==> config.mk <==
export PLATFORM = sky130hd
export DESIGN_NAME = window_scan_ctrl
export DESIGN_NICKNAME = d
export VERILOG_FILES = /design/src/rtl/window_scan_ctrl.sv
export SDC_FILE = /design/constraint.sdc
export NUM_CORES = 1
export LEC_CHECK = 0
export ABC_AREA = 1
export BUFFER_PORTS_ARGS = -buffer_cell sky130_fd_sc_hd__buf_4
export CAP_MARGIN = 0
export CORE_MARGIN = 2
export CORE_UTILIZATION = 63
export CTS_CLUSTER_DIAMETER = 200
export DETAILED_ROUTE_END_ITERATION = 12
export PLACE_DENSITY = 0.83
export SKIP_LAST_GASP = 1
export SYNTH_ARGS = -nofsm -noshare
export SYNTH_HDL_FRONTEND = slang
export SYNTH_SLANG_ARGS = --single-unit
==> constraint.sdc <==
create_clock -name clk -period 3.4 [get_ports clk]
set_input_delay 0 -clock clk [delete_from_list [all_inputs] [get_ports clk]]
set_output_delay 0 -clock clk [all_outputs]
set_load 0.005 [all_outputs]
==> src/rtl/window_scan_ctrl.sv <==
// Raster-scan sequencer for the 7x7 MAU window: pixel handshake, row/col, window valid.
// Optional WSC_ERR_CHECK_EN: s_sof mid-frame restarts the frame and pulses sof_err.
module window_scan_ctrl #(
  parameter int IMG_W   = 640,
  parameter int IMG_H   = 480,
  parameter int WIN     = 7,
  parameter int CW      = 10,
  parameter int RW      = 10,
  parameter int WIN_LAT = 2
) (
  input  logic          clk,
  input  logic          reset,
  input  logic          s_valid,
  output logic          s_ready,
  input  logic          s_sof,
  output logic          shift_en,
  output logic          m_valid,
  input  logic          m_ready,
  output logic [RW-1:0] center_row,
  output logic [CW-1:0] center_col,
  output logic          frame_done,
  output logic          busy,
  output logic          sof_err
);

  typedef enum logic [1:0] {
    IDLE,
    RUN,
    DRAIN
  } state_t;

  localparam int LW   = $clog2(WIN_LAT + 1);
  localparam int HALF = WIN / 2;

  state_t          state;
  logic [RW-1:0]   row;
  logic [CW-1:0]   col;
  // Edges left before the MAU window settles; nonzero means a window is in flight.
  logic [LW-1:0]   lat_cnt;

  logic pend;
  logic accept;
  logic hs;
  logic win_px;
  logic last_px;
  logic restart;

  assign pend    = lat_cnt != '0;
  assign accept  = s_valid && s_ready;
  assign hs      = m_valid && m_ready;
  assign win_px  = (row >= RW'(WIN - 1)) && (col >= CW'(WIN - 1));
  assign last_px = (row == RW'(IMG_H - 1)) && (col == CW'(IMG_W - 1));
  assign busy    = state != IDLE;

  always_comb begin
    s_ready = 1'b0;
    unique case (state)
      IDLE:    s_ready = 1'b1;
      RUN:     s_ready = !pend && !(m_valid && !m_ready);
      DRAIN:   s_ready = 1'b0;
      default: s_ready = 1'b0;
    endcase
  end

  // IDLE swallows pixels until start-of-frame; those never reach the MAU.
  assign shift_en = accept && ((state != IDLE) || s_sof);

`ifdef WSC_ERR_CHECK_EN
  assign restart = accept && s_sof && (state == RUN);
`else
  assign restart = 1'b0;
`endif

  always_ff @(posedge clk or posedge reset) begin
    if (reset) begin
      state      <= IDLE;
      row        <= '0;
      col        <= '0;
      lat_cnt    <= '0;
      m_valid    <= 1'b0;
      center_row <= '0;
      center_col <= '0;
      frame_done <= 1'b0;
      sof_err    <= 1'b0;
    end else begin
      frame_done <= 1'b0;
      sof_err    <= 1'b0;
      if (hs) m_valid <= 1'b0;
      if (pend) begin
        lat_cnt <= lat_cnt - LW'(1);
        if (lat_cnt == LW'(1)) m_valid <= 1'b1;
      end
      unique case (state)
        IDLE: begin
          if (shift_en) begin
            row   <= '0;
            col   <= CW'(1);
            state <= RUN;
          end
        end
        RUN: begin
          if (restart) begin
            sof_err <= 1'b1;
            m_valid <= 1'b0;
            lat_cnt <= '0;
            row     <= '0;
            col     <= CW'(1);
          end else if (accept) begin
            if (col == CW'(IMG_W - 1)) begin
              col <= '0;
              row <= row + RW'(1);
            end else begin
              col <= col + CW'(1);
            end
            if (win_px) begin
              center_row <= row - RW'(HALF);
              center_col <= col - CW'(HALF);
              if (WIN_LAT == 1) m_valid <= 1'b1;
              else lat_cnt <= LW'(WIN_LAT - 1);
            end
            if (last_px) begin
              row   <= '0;
              col   <= '0;
              state <= DRAIN;
            end
          end
        end
        DRAIN: begin
          if (hs) begin
            frame_done <= 1'b1;
            state      <= IDLE;
          end
        end
        default: state <= IDLE;
      endcase
    end
  end

endmodule

# Word-level counts from Yosys, hierarchy flattened
# Cells that the tools add are included.
[op_classes] n_addsub=5 mul=0 n_div=0 n_lt_le_gt_ge=2 n_eq_ne=10 shift=0 n_mux=25 n_bitwise=0 n_reduce_logical=19
[ops] operator="$mux W10" count=8
[ops] operator="$pmux W10 S2" count=2
[ops] operator="$add A10 B1 Y10 const B" count=2
[ops] operator="$ge A10 B3 Y1 const B" count=2
[ops] operator="$sub A10 B2 Y10 const B" count=2
[ops] operator="$mux W2" count=8
[ops] operator="$eq A10 B10 Y1 const B" count=1
[ops] operator="$eq A10 B9 Y1 const B" count=1
[ops] operator="$ne A2 B2 Y1 const B" count=4
[ops] operator="$reduce_and A4 Y1" count=2
[ops] operator="$logic_and A1 B1 Y1" count=7
[ops] operator="$pmux W2 S3" count=1
[ops] operator="$reduce_and A3 Y1" count=2
[ops] operator="$reduce_bool A2 Y1" count=3
[ops] operator="$mux W1" count=5
[ops] operator="$eq A2 B1 Y1 const B" count=2
[ops] operator="$logic_not A1 Y1" count=3
[ops] operator="$ne A3 B3 Y1 const B" count=1
[ops] operator="$eq A2 B2 Y1 const B" count=1
[ops] operator="$logic_not A2 Y1" count=1
[ops] operator="$pmux W1 S2" count=1
[ops] operator="$sub A2 B1 Y2 const B" count=1
[ops] operator="$logic_or A1 B1 Y1" count=1
[word_totals] register_bits=46 latchBits=0 ram_bits=0 mem_bits_ro=0 in_bits=5 output_inout_bits=26 mem_count=0

# Longest topological paths before layout
# Gate-level depths: netlist of run 1.
[depth] ltp_word=9 depth_mapped=10 ltp_nobuf=9

# Worst setup path after synthesis of run 1
# Ideal clock, no wire load.
[synth_path] path_kind="register -> register" from="register row[0]" to="register center_row[8]" arrival_time_ps=1379 t_required_ps=3284 slack_ps=1904 stages_incl_launch_ff=9 path_buffers=0 synth_period_minus_slack_ps=1496 path_cell_list="dfrtp_1 ha_1 or2_2 nor2_1 nand2_1 nand2_1 nand2_1 nand3_1 nand2_1"
[synth_via] elab_chain_cells=3 elab_cells_between_ends=4 classes_between="add/sub (1); order compare (1); reduce/logical (2)"
[synth_lines] element="from (decl)" line_no="36" rtl="logic [RW-1:0] row;"
[synth_lines] element="from (signal assigned)" line_no="111" rtl="row <= row + RW'(1);"
[synth_lines] element="$ge A10 B3 Y1" line_no="51" rtl="assign win_px = (row >= RW'(WIN - 1)) && (col >= CW'(WIN - 1));"
[synth_lines] element="$logic_and A1 B1 Y1" line_no="51"
[synth_lines] element="$reduce_and A3 Y1 (no line)"
[synth_lines] element="to (signal assigned)" line_no="116" rtl="center_row <= row - RW'(HALF);"
[synth_lines] element="to (decl)" line_no="19" rtl="output logic [RW-1:0] center_row,"
# Parallel ways exist; a longest one is shown, timed or not.
# A chain may end at the register's enable or synchronous reset.

# Worst setup path after layout of run 1
[layout_path] from="register state[0]" to="output port shift_en"
[layout_via] elab_chain_cells=4 elab_cells_between_ends=7 classes_between="eq/ne (1); mux (1); reduce/logical (5)"
[layout_lines] element="from (decl)" line_no="35" rtl="state_t state;"
[layout_lines] element="from (signal assigned)" line_no="76" rtl="state <= IDLE;"
[layout_lines] element="from (signal assigned)" line_no="98" rtl="state <= RUN;"
[layout_lines] element="from (signal assigned)" line_no="124" rtl="state <= DRAIN;"
[layout_lines] element="$eq A2 B1 Y1 or $logic_not A2 Y1 (tied branches)" line_no="57" rtl="unique case (state)"
[layout_lines] element="$pmux W1 S2" line_no="57"
[layout_lines] element="$logic_and A1 B1 Y1" line_no="49" rtl="assign accept = s_valid && s_ready;"
[layout_lines] element="$logic_and A1 B1 Y1 (*)" line_no="66" rtl="assign shift_en = accept && ((state != IDLE) || s_sof);"
[layout_lines] element="to (decl)" line_no="16" rtl="output logic shift_en,"
# Mark *: on every way between the ends. The rest lies on a longest branch, timed or not.

==> results of run 1 <==
[how the worst max path moves through the flow]
| stage | startpoint | end | slack (ns) | depth (start not counted) |
|---|---|---|---|---|
| final | state[0] | shift_en | 1.49 | 6 |
| after global placement | col[0] | center_col[1] | 1.59 | 10 |
| after detailed placement | row[0] | center_col[1] | 1.58 | 10 |
| after CTS | lat_cnt[1] | shift_en | 1.50 | 6 |
| after global routing | row[0] | center_col[4] | 1.34 | 10 |
| after floorplan | row[0] | center_row[8] | 1.90 | 8 |
[what timing repair did]
item | in CTS | in global routing
buffers inserted | 0 | 0
hold buffers | 2 | 0
hold endpoints to repair | 47 | 0
setup endpoints to repair | 0 | 0
resized for setup | 0 | 0
[worst max-delay path, cell delays in order (launching register included)]
cell	delay, ns
dfrtp_1	0.45
inv_2	0.13
nand2_4	0.06
nand2_2	0.09
nand3_2	0.28
inv_1	0.41
buf_4	0.18
[layout make-up]
class | count | share of cell area
flip-flops and latches | 46 | 0.3649
well taps | 52 | 0.02063
multi-input cells | 303 | 0.4506
repair buffers | 34 | 0.08251
clock buffers | 6 | 0.02301
clock inverters | 2 | 0.01190
inverters | 39 | 0.04641
[sequential cells by signal, indices dropped and copies added, names as in the netlist]
name / count
col: 10
center_row: 10
row: 10
lat_cnt: 2
center_col: 10
state: 2
frame_done: 1
m_valid: 1
[power by group through the flow]
stage	clock, mW	combinational [mW]	sequential [mW]
finish	0.406	0.814	0.780
global route	0.429	0.914	0.800
CTS	0.411	0.814	0.779
detailed placement	0	0.809	0.788
global placement	0	0.781	0.787
floorplan	0	0.538	0.779
[cells in the mapped netlist (2+ instances only)]
library cell	n	area share
nor2_2	2	0.0044
nor3_1	3	0.0053
nor2_1	42	0.056
buf_2	6	0.011
nor2_4	3	0.012
o21ai_0	16	0.028
inv_2	8	0.011
nand4_1	5	0.011
a21oi_1	3	0.0053
inv_1	31	0.041
nand3_2	3	0.011
nand3_1	50	0.088
a21oi_2	2	0.0062
buf_6	4	0.016
ha_1	4	0.018
dfrtp_1	46	0.41
buf_4	5	0.013
nand2_1	149	0.20
xor2_1	8	0.025
nand2_2	3	0.0066
[layer usage]
metal | up-vias | track usage
li1 | 1324 | -
met1 | 1172 | 0.3668
met2 | 92 | 0.4133
met3 | 9 | 0.04701
met4 | 0 | 0.07966
met5 | - | 0
[kinds of logic (layout without fill, tap and decap cells)]
family,Yosys count,in the layout,synth area share
AOI/OAI and AO/OA,24,24,0.04672
xor gates and xnor gates,8,8,0.02468
adders and majority gates,4,4,0.01763
buffers and inverters,55,81,0.09388
DFF,46,46,0.4055
other,1,1,0.001321
and+or+nand+nor,266,266,0.4103
[layout by cell type (no fill, tap or decap), types with 4 or more instances in the layout]
cell type / n
inv_1: 30
buf_4: 32
clkbuf_8: 5
dfrtp_1: 46
inv_2: 8
nand4_1: 5
nand2_1: 149
ha_1: 4
xor2_1: 8
nor2_1: 42
o21ai_0: 16
nand3_1: 50
==> out/qor.yml, run 1 <==
dp_slack_ns: 1.579
fmax_mhz: 523.3
maxCapViolations: 0
grt_use_total: 0.2604
synth_edf_count: 0
max-clock-path-buffers: 2
drt_iter0_drc: 125
core-area_um2: 4354
routabilityCongestion: 0.9244
cts.clk_slew.worst_paths_ns: 0.08
fin_crit_ns: 1.911
worst_hold_slack_ns: 0.2597
port_buffers: 29
finClkSkew_ns: 0.004523
layout-drive-gt1-share: 0.1465
ant_nets: 0
grt_pass1_wl_um: 10590
wl_met3_um: 357
async_flop_share: 1.000
wl_met1_um: 2920
die_area_um2: 5059
p_leak_nw: 1.712
regArea_um2: 1151
die_width_um: 71.13
antenna_found_initial: 0
drc: 0
start_util: 0.6520
row_count: 24
synth_ff_type: "dfrtp_1"
drv_slew: 0
status: "finished clean"
grt_pass1_vias: 2352
cts_num_sinks: 46
finalHoldViolCount: 0
tightest_slew_ns: 0.5933
fill_cells: 358
min_path_type: "in -> reg"
period_share: 0.5621
grt_overflow: 0
relSlewSlack: 0.6045
finalSetupViolations: 0
multi_input_area_um2: 1421
nets: 438
routed_wl_um: 6097
cts_made_buffers: 5
power_density_nw_per_um2: 634.1
worst-r2r-setup-slack_ns: 1.56
reg2regPathDepth: 10
hpwl_um: 4414
antenna_cells: 0
irDropWorstVdd_mv: 0.2830
p_comb_frac: 0.407
netlist_area_um2: 2839
crit_required_ns: 3.40
ys_types: 31
grt_max_degree: 47
syn-num-nets: 413
die_h_um: 71.13
syn-mean-instance-area_um2: 7.027
finalCoreUtilization: 0.7244
num_io_pins: 31
critical_path_arrival_ns: 1.91
avgViaCountPerCell: 5.388
yosysWarnings: 0
synth.yosys.seq_area_share: 0.4055
critPathKind: "reg -> out"
dr_wl_met2_um: 2751
design_area_um2: 3154
switching_share: 0.3992
finalWorstSetupSlack_ns: 1.489
switchingPower_uw: 798.4
syn_inst: 404
clkPwrFrac: 0.203
first_pass_iters: 4
syn2layout_area_growth_pct: 11.11
crit_fanout: 14
p_seq_frac: 0.390
startpoint_type: "flop"
rsz0062_at_grt: "no"
h-tree-depth: 2
intPower_mw: 1.202
min_path_cells: 3
wl_per_cell_um: 12.65
top_layer: "met4"
clk_latency_ns: 0.30
cp-end-kind: "primary output"
cts_tree: "built"
hold_path_end: "col[3]"
finalSetupTns_ns: 0
rr_startpoint: "col[0]"
post-place-cells: 472
finalNonFillerCells: 482
vias: 2597
ys_seq_elements: 46
cts_root_buf: "clkbuf_8"
placed_area_um2: 3024
total_power_mw: 2.000
hp-start: "s_valid"
r2r-end: "center_col[1]"
Power figures use the tool's default switching activity.
==> run 2, diff against run 1 <==
--- a/config.mk
+++ b/config.mk
@@ -9,10 +9,10 @@
 export BUFFER_PORTS_ARGS = -buffer_cell sky130_fd_sc_hd__buf_4
 export CAP_MARGIN = 0
 export CORE_MARGIN = 2
-export CORE_UTILIZATION = 63
+export CORE_UTILIZATION = 59
 export CTS_CLUSTER_DIAMETER = 200
 export DETAILED_ROUTE_END_ITERATION = 12
-export PLACE_DENSITY = 0.83
+export PLACE_DENSITY = 0.78
 export SKIP_LAST_GASP = 1
 export SYNTH_ARGS = -nofsm -noshare
 export SYNTH_HDL_FRONTEND = slang
==> constraint.sdc (replaced) <==
create_clock -name clk -period 1.8 [get_ports clk]
set_input_delay 0 -clock clk [delete_from_list [all_inputs] [get_ports clk]]
set_output_delay 0 -clock clk [all_outputs]
set_load 0.005 [all_outputs]
==> run 2 against run 1 <==
Compared with the run above: sequential share of layout area is 0.67 points lower; critical path depth is 2 higher; worst setup slack got worse by 1.4 ns; critical path type is now reg -> reg.
==> out/qor.yml, run 2 (synthesized netlist as in run 1, its figures left out) <==
status: "finished clean"
rr_startpoint: "row[0]"
die_width_um: 73.37
tightest_slew_ns: 0.5731
worst-r2r-setup-slack_ns: 0.11
reg2regPathDepth: 8
maxCapViolations: 0
cts_root_buf: "clkbuf_8"
cts_made_buffers: 5
grt_busiest_layer: "met2"
syn2layout_area_growth_pct: 13.18
clk_latency_ns: 0.30
die_h_um: 73.37
grt_pass1_wl_um: 10380
h-tree-depth: 2
avgViaCountPerCell: 5.330
mostFrequentLayoutCells: "nand2_1, nand3_1, dfrtp_1"
post-place-cells: 478
relSlewSlack: 0.6179
crit_fanout: 8
min_path_type: "in -> reg"
finalSetupViolations: 0
grt_max_degree: 47
gr-usage-met1: 0.3671
core-area_um2: 4692
clkPwrFrac: 0.171
worst_hold_slack_ns: 0.1512
grt_use_met3: 0.04664
rsz0062_at_grt: "yes"
grt_pass1_vias: 2242
path_cells: "ha_1 > nand2_1 > nor2_1 > nand3_1 > nor2_2 > nor2_1 > nand3_1 > nand2_1"
fmax_mhz: 593.4
ant_nets: 0
finalNonFillerCells: 491
hpwl_um: 4537
p_comb_frac: 0.433
intPower_mw: 2.196
worstSetupPathDepth: 8
drv_slew: 0
max-clock-path-buffers: 2
irDropWorstVdd_mv: 0.4287
critPathKind: "reg -> reg"
cp-end-kind: "flop"
met2_usage: 0.3674
layout-drive-gt1-share: 0.1648
startpoint_type: "flop"
routabilityCongestion: 0.9031
vias: 2617
p_seq_frac: 0.396
crit_required_ns: 1.99
dp_slack_ns: 0.03713
finalWorstSetupSlack_ns: 0.1148
total_power_mw: 3.715
switchingPower_mw: 1.519
routed_wl_um: 6267
switching_share: 0.4090
num_io_pins: 31
max_stage_delay_ns: 0.49
wl_per_cell_um: 12.76
critical_path_arrival_ns: 1.88
period_share: 0.9362
grt_overflow: 0
antenna_found_initial: 0
crit_path_top_delay_cell: "dfrtp_1"
r2r-end: "row[8]"
startpoint: "row[0]"
port_buffers: 29
drt_iter0_drc: 178
finalCoreUtilization: 0.6848
finalHoldViolCount: 0
finClkSkew_ns: 0.007296
start_util: 0.6051
cts.clk_slew.worst_paths_ns: 0.09
critPathBufInv: 0
antenna_cells: 0
row_count: 25
layout_commonest_cell: "nand2_1"
p_leak_nw: 1.761
first_pass_iters: 5
power_density_nw_per_um2: 1156
nets: 445
setup.worst_path.end: "row[8]"
fin_crit_ns: 1.685
cts_num_sinks: 46
path_delay_family: "simple AND/OR/NAND/NOR gates"
grt_use_total: 0.2458
die_area_um2: 5382
drc: 0
cts_tree: "built"
-- run 2: cell type report --
cell class	instances	area [um2]
multi-input combinational	303	1429
inverter	39	146.4
clock buffer	5	68.82
clock inverter	3	21.27
fill	417	1479
tap	54	67.56
timing repair buffer	41	329.1
sequential	46	1151
-- run 2: power by group through the flow --
stage	Clock [mW]	Combinational [mW]	Sequential (mW)
3_5_place_dp	0	1.53	1.49
6_report	0.636	1.61	1.47
4_1_cts	0.662	1.54	1.47
2_1_floorplan	0	1.02	1.47
5_1_grt	0.715	1.82	1.51
3_3_place_gp	0	1.49	1.49
-- run 2: routing by layer --
| layer | up-vias | wire length [um] |
|---|---|---|
| met5 | - | 0 |
| met4 | 0 | 47 |
| met3 | 4 | 454 |
| met2 | 94 | 2825 |
| met1 | 1187 | 2939 |
| li1 | 1332 | - |
-- run 2: per-stage QoR --
step | setup TNS (ns) | instance area, um2
after floorplan | 0 | 2839
after global placement | 0 | 3057
after detailed placement | 0 | 3057
after CTS | 0 | 3167
after global routing | -0.1568 | 3213
final | 0 | 3213
-- run 2: timing repair --
action / CTS / global route
endpoints found under the setup margin: 0 / 30
resized for setup: 0 / 3
hold buffers: 2 / 0
buffers inserted: 0 / 3
endpoints found under the hold margin: 47 / 0
-- run 2: worst min-delay path by stage --
stage	startpoint	endpoint	slack [ns]	depth (start not counted)
floorplan	m_ready	frame_done	0.15	2
global placement	reset	center_row[3]	0.18	3
detailed placement	reset	center_row[3]	0.19	3
CTS	s_valid	state[1]	0.14	5
global route	s_valid	state[1]	0.18	5
finish	s_valid	state[1]	0.15	5
-- run 2: worst reg2reg max path, stage by stage, from the launching register on --
cell	delay (ns)
dfrtp_1	0.49
ha_1	0.21
nand2_1	0.13
nor2_1	0.20
nand3_1	0.12
nor2_2	0.19
nor2_1	0.09
nand3_1	0.09
nand2_1	0.06
==> run 3, diff against run 2 <==
--- a/config.mk
+++ b/config.mk
@@ -9,11 +9,12 @@
 export BUFFER_PORTS_ARGS = -buffer_cell sky130_fd_sc_hd__buf_4
 export CAP_MARGIN = 0
 export CORE_MARGIN = 2
-export CORE_UTILIZATION = 59
+export CORE_UTILIZATION = 63
 export CTS_CLUSTER_DIAMETER = 200
 export DETAILED_ROUTE_END_ITERATION = 12
-export PLACE_DENSITY = 0.78
+export PLACE_DENSITY = 0.83
 export SKIP_LAST_GASP = 1
 export SYNTH_ARGS = -nofsm -noshare
 export SYNTH_HDL_FRONTEND = slang
 export SYNTH_SLANG_ARGS = --single-unit
+export TNS_END_PERCENT = 5
==> constraint.sdc (replaced) <==
create_clock -name clk -period 2.2 [get_ports clk]
set_input_delay 0 -clock clk [delete_from_list [all_inputs] [get_ports clk]]
set_output_delay 0 -clock clk [all_outputs]
set_load 0.005 [all_outputs]
==> run 3 against run 2 <==
Compared with the run above: final area fell by 2.4%; register-to-register slack better by 0.17 ns; hold slack improved by 0.061 ns; die area fell by 6.0%; clock skew rose by 0.0083 ns; largest cell class unchanged; total power decreased by 21%; largest power group unchanged; maximum frequency down 12%; sequential power down 18%; critical path depth up 1; non-clock buffer count fell by 6; first-iteration DRC count is 12% higher.
==> out/qor.yml, run 3 (synthesized netlist as in run 1, its figures left out) <==
status: "finished clean"
wl_per_cell_um: 12.83
power_density_nw_per_um2: 937.5
layout_commonest_cell: "nand2_1"
p_comb_frac: 0.421
fmax_mhz: 523.3
total_power_mw: 2.939
critical_path_arrival_ns: 2.10
antenna_found_initial: 0
clkPwrFrac: 0.169
cts_tree: "built"
routabilityCongestion: 0.8824
period_share: 0.8686
cts_made_buffers: 5
finalSetupTns_ns: 0
cts_root_buf: "clkbuf_8"
drt_iter0_drc: 199
die_area_um2: 5059
nets: 439
port_buffers: 29
mostFrequentLayoutCells: "nand2_1, nand3_1, dfrtp_1"
grt_pass1_vias: 2250
antenna_cells: 0
relSlewSlack: 0.6157
crit_required_ns: 2.39
grt_pass1_wl_um: 10430
finalSetupViolations: 0
finalNonFillerCells: 482
switchingPower_mw: 1.211
die_width_um: 71.13
min_path_type: "in -> reg"
switching_share: 0.4119
drc: 0
cts.clk_slew.worst_paths_ns: 0.09
finClkSkew_ns: 0.01561
p_seq_frac: 0.411
cts_setup_buffers: 0
worst_hold_slack_ns: 0.2125
crit_fanout: 21
grt_use_total: 0.2563
maxCapViolations: 0
core-area_um2: 4354
finalHoldViolCount: 0
layout-drive-gt1-share: 0.1488
critPathKind: "reg -> reg"
first_pass_iters: 4
rsz0062_at_grt: "no"
post-place-cells: 473
max-clock-path-buffers: 2
clk_latency_ns: 0.30
fin_crit_ns: 1.911
die_h_um: 71.13
vias: 2614
cp-end-kind: "flop"
irDropWorstVdd_mv: 0.5100
syn2layout_area_growth_pct: 10.45
tightest_slew_ns: 0.5765
avgViaCountPerCell: 5.423
routed_wl_um: 6186
cts_num_sinks: 46
start_util: 0.6520
ant_nets: 0
drv_slew: 0
p_leak_nw: 1.710
row_count: 24
grt_overflow: 0
h-tree-depth: 2
startpoint_type: "flop"
intPower_mw: 1.729
hpwl_um: 4480
num_io_pins: 31
grt_max_degree: 47
run 3: final cells by class:
cell class	instances	area, um2
Clock buffer	5	68.82
Clock inverter	2	10.01
Fill cell	366	1219
Inverter	39	146.4
Multi-Input combinational cell	303	1426
Sequential cell	46	1151
Tap cell	52	65.06
Timing Repair Buffer	35	267.8
run 3: metal layers:
layer | routed length [um] | GRT usage
met2 | 2742 | 0.3863
met4 | 49 | 0.05451
met5 | 0 | 0
met1 | 2979 | 0.3874
met3 | 414 | 0.04986
run 3: path summary, 6_finish.rpt:
| path | from | endpoint | slack (ns) | cells after the start |
|---|---|---|---|---|
| min | s_valid | center_row[8] | 0.21 | 5 |
| min in group asynchronous | reset | center_row[8] | 0.43 | 4 |
| max | col[0] | center_col[6] | 0.29 | 9 |
| max reg2reg | col[0] | center_col[6] | 0.29 | 9 |
| min reg2reg | center_row[2] | center_row[2] | 0.48 | 2 |
| max in group asynchronous | reset | col[0] | 1.38 | 4 |
run 3: critical path: stages, from the launching register on:
cell and delay [ns]:
dfrtp_1 0.43, inv_1 0.12, ha_1 0.15, a21oi_1 0.06, nor2_1 0.08, nor2_1 0.07, nor2_4 0.35, nand2_2 0.33
nand2_1 0.15, nand2_1 0.06
run 3: what timing repair did:
item / in CTS / in global routing
resized for setup: 0 / 1
hold endpoints to repair: 47 / 0
setup endpoints to repair: 0 / 21
hold buffers: 2 / 0
run 3: power by group through the flow:
| stage | Clock (mW) | Sequential [mW] | Combinational (mW) |
|---|---|---|---|
| 2_1_floorplan | 0 | 1.20 | 0.832 |
| 3_3_place_gp | 0 | 1.21 | 1.20 |
| 3_5_place_dp | 0 | 1.22 | 1.22 |
| 4_1_cts | 0.501 | 1.20 | 1.23 |
| 5_1_grt | 0.533 | 1.24 | 1.40 |
| 6_report | 0.496 | 1.21 | 1.24 |
run 3: metrics by stage:
stage | area, um2 | setup slack, ns | util
2_1_floorplan | 2839 | 0.7042 | -
3_3_place_gp | 3032 | 0.1059 | 0.6963
3_5_place_dp | 3032 | 0.02193 | 0.6963
4_1_cts | 3131 | 0.01038 | 0.7190
5_1_grt | 3136 | 0.07056 | 0.7201
6_report | 3136 | 0.2891 | 0.7201
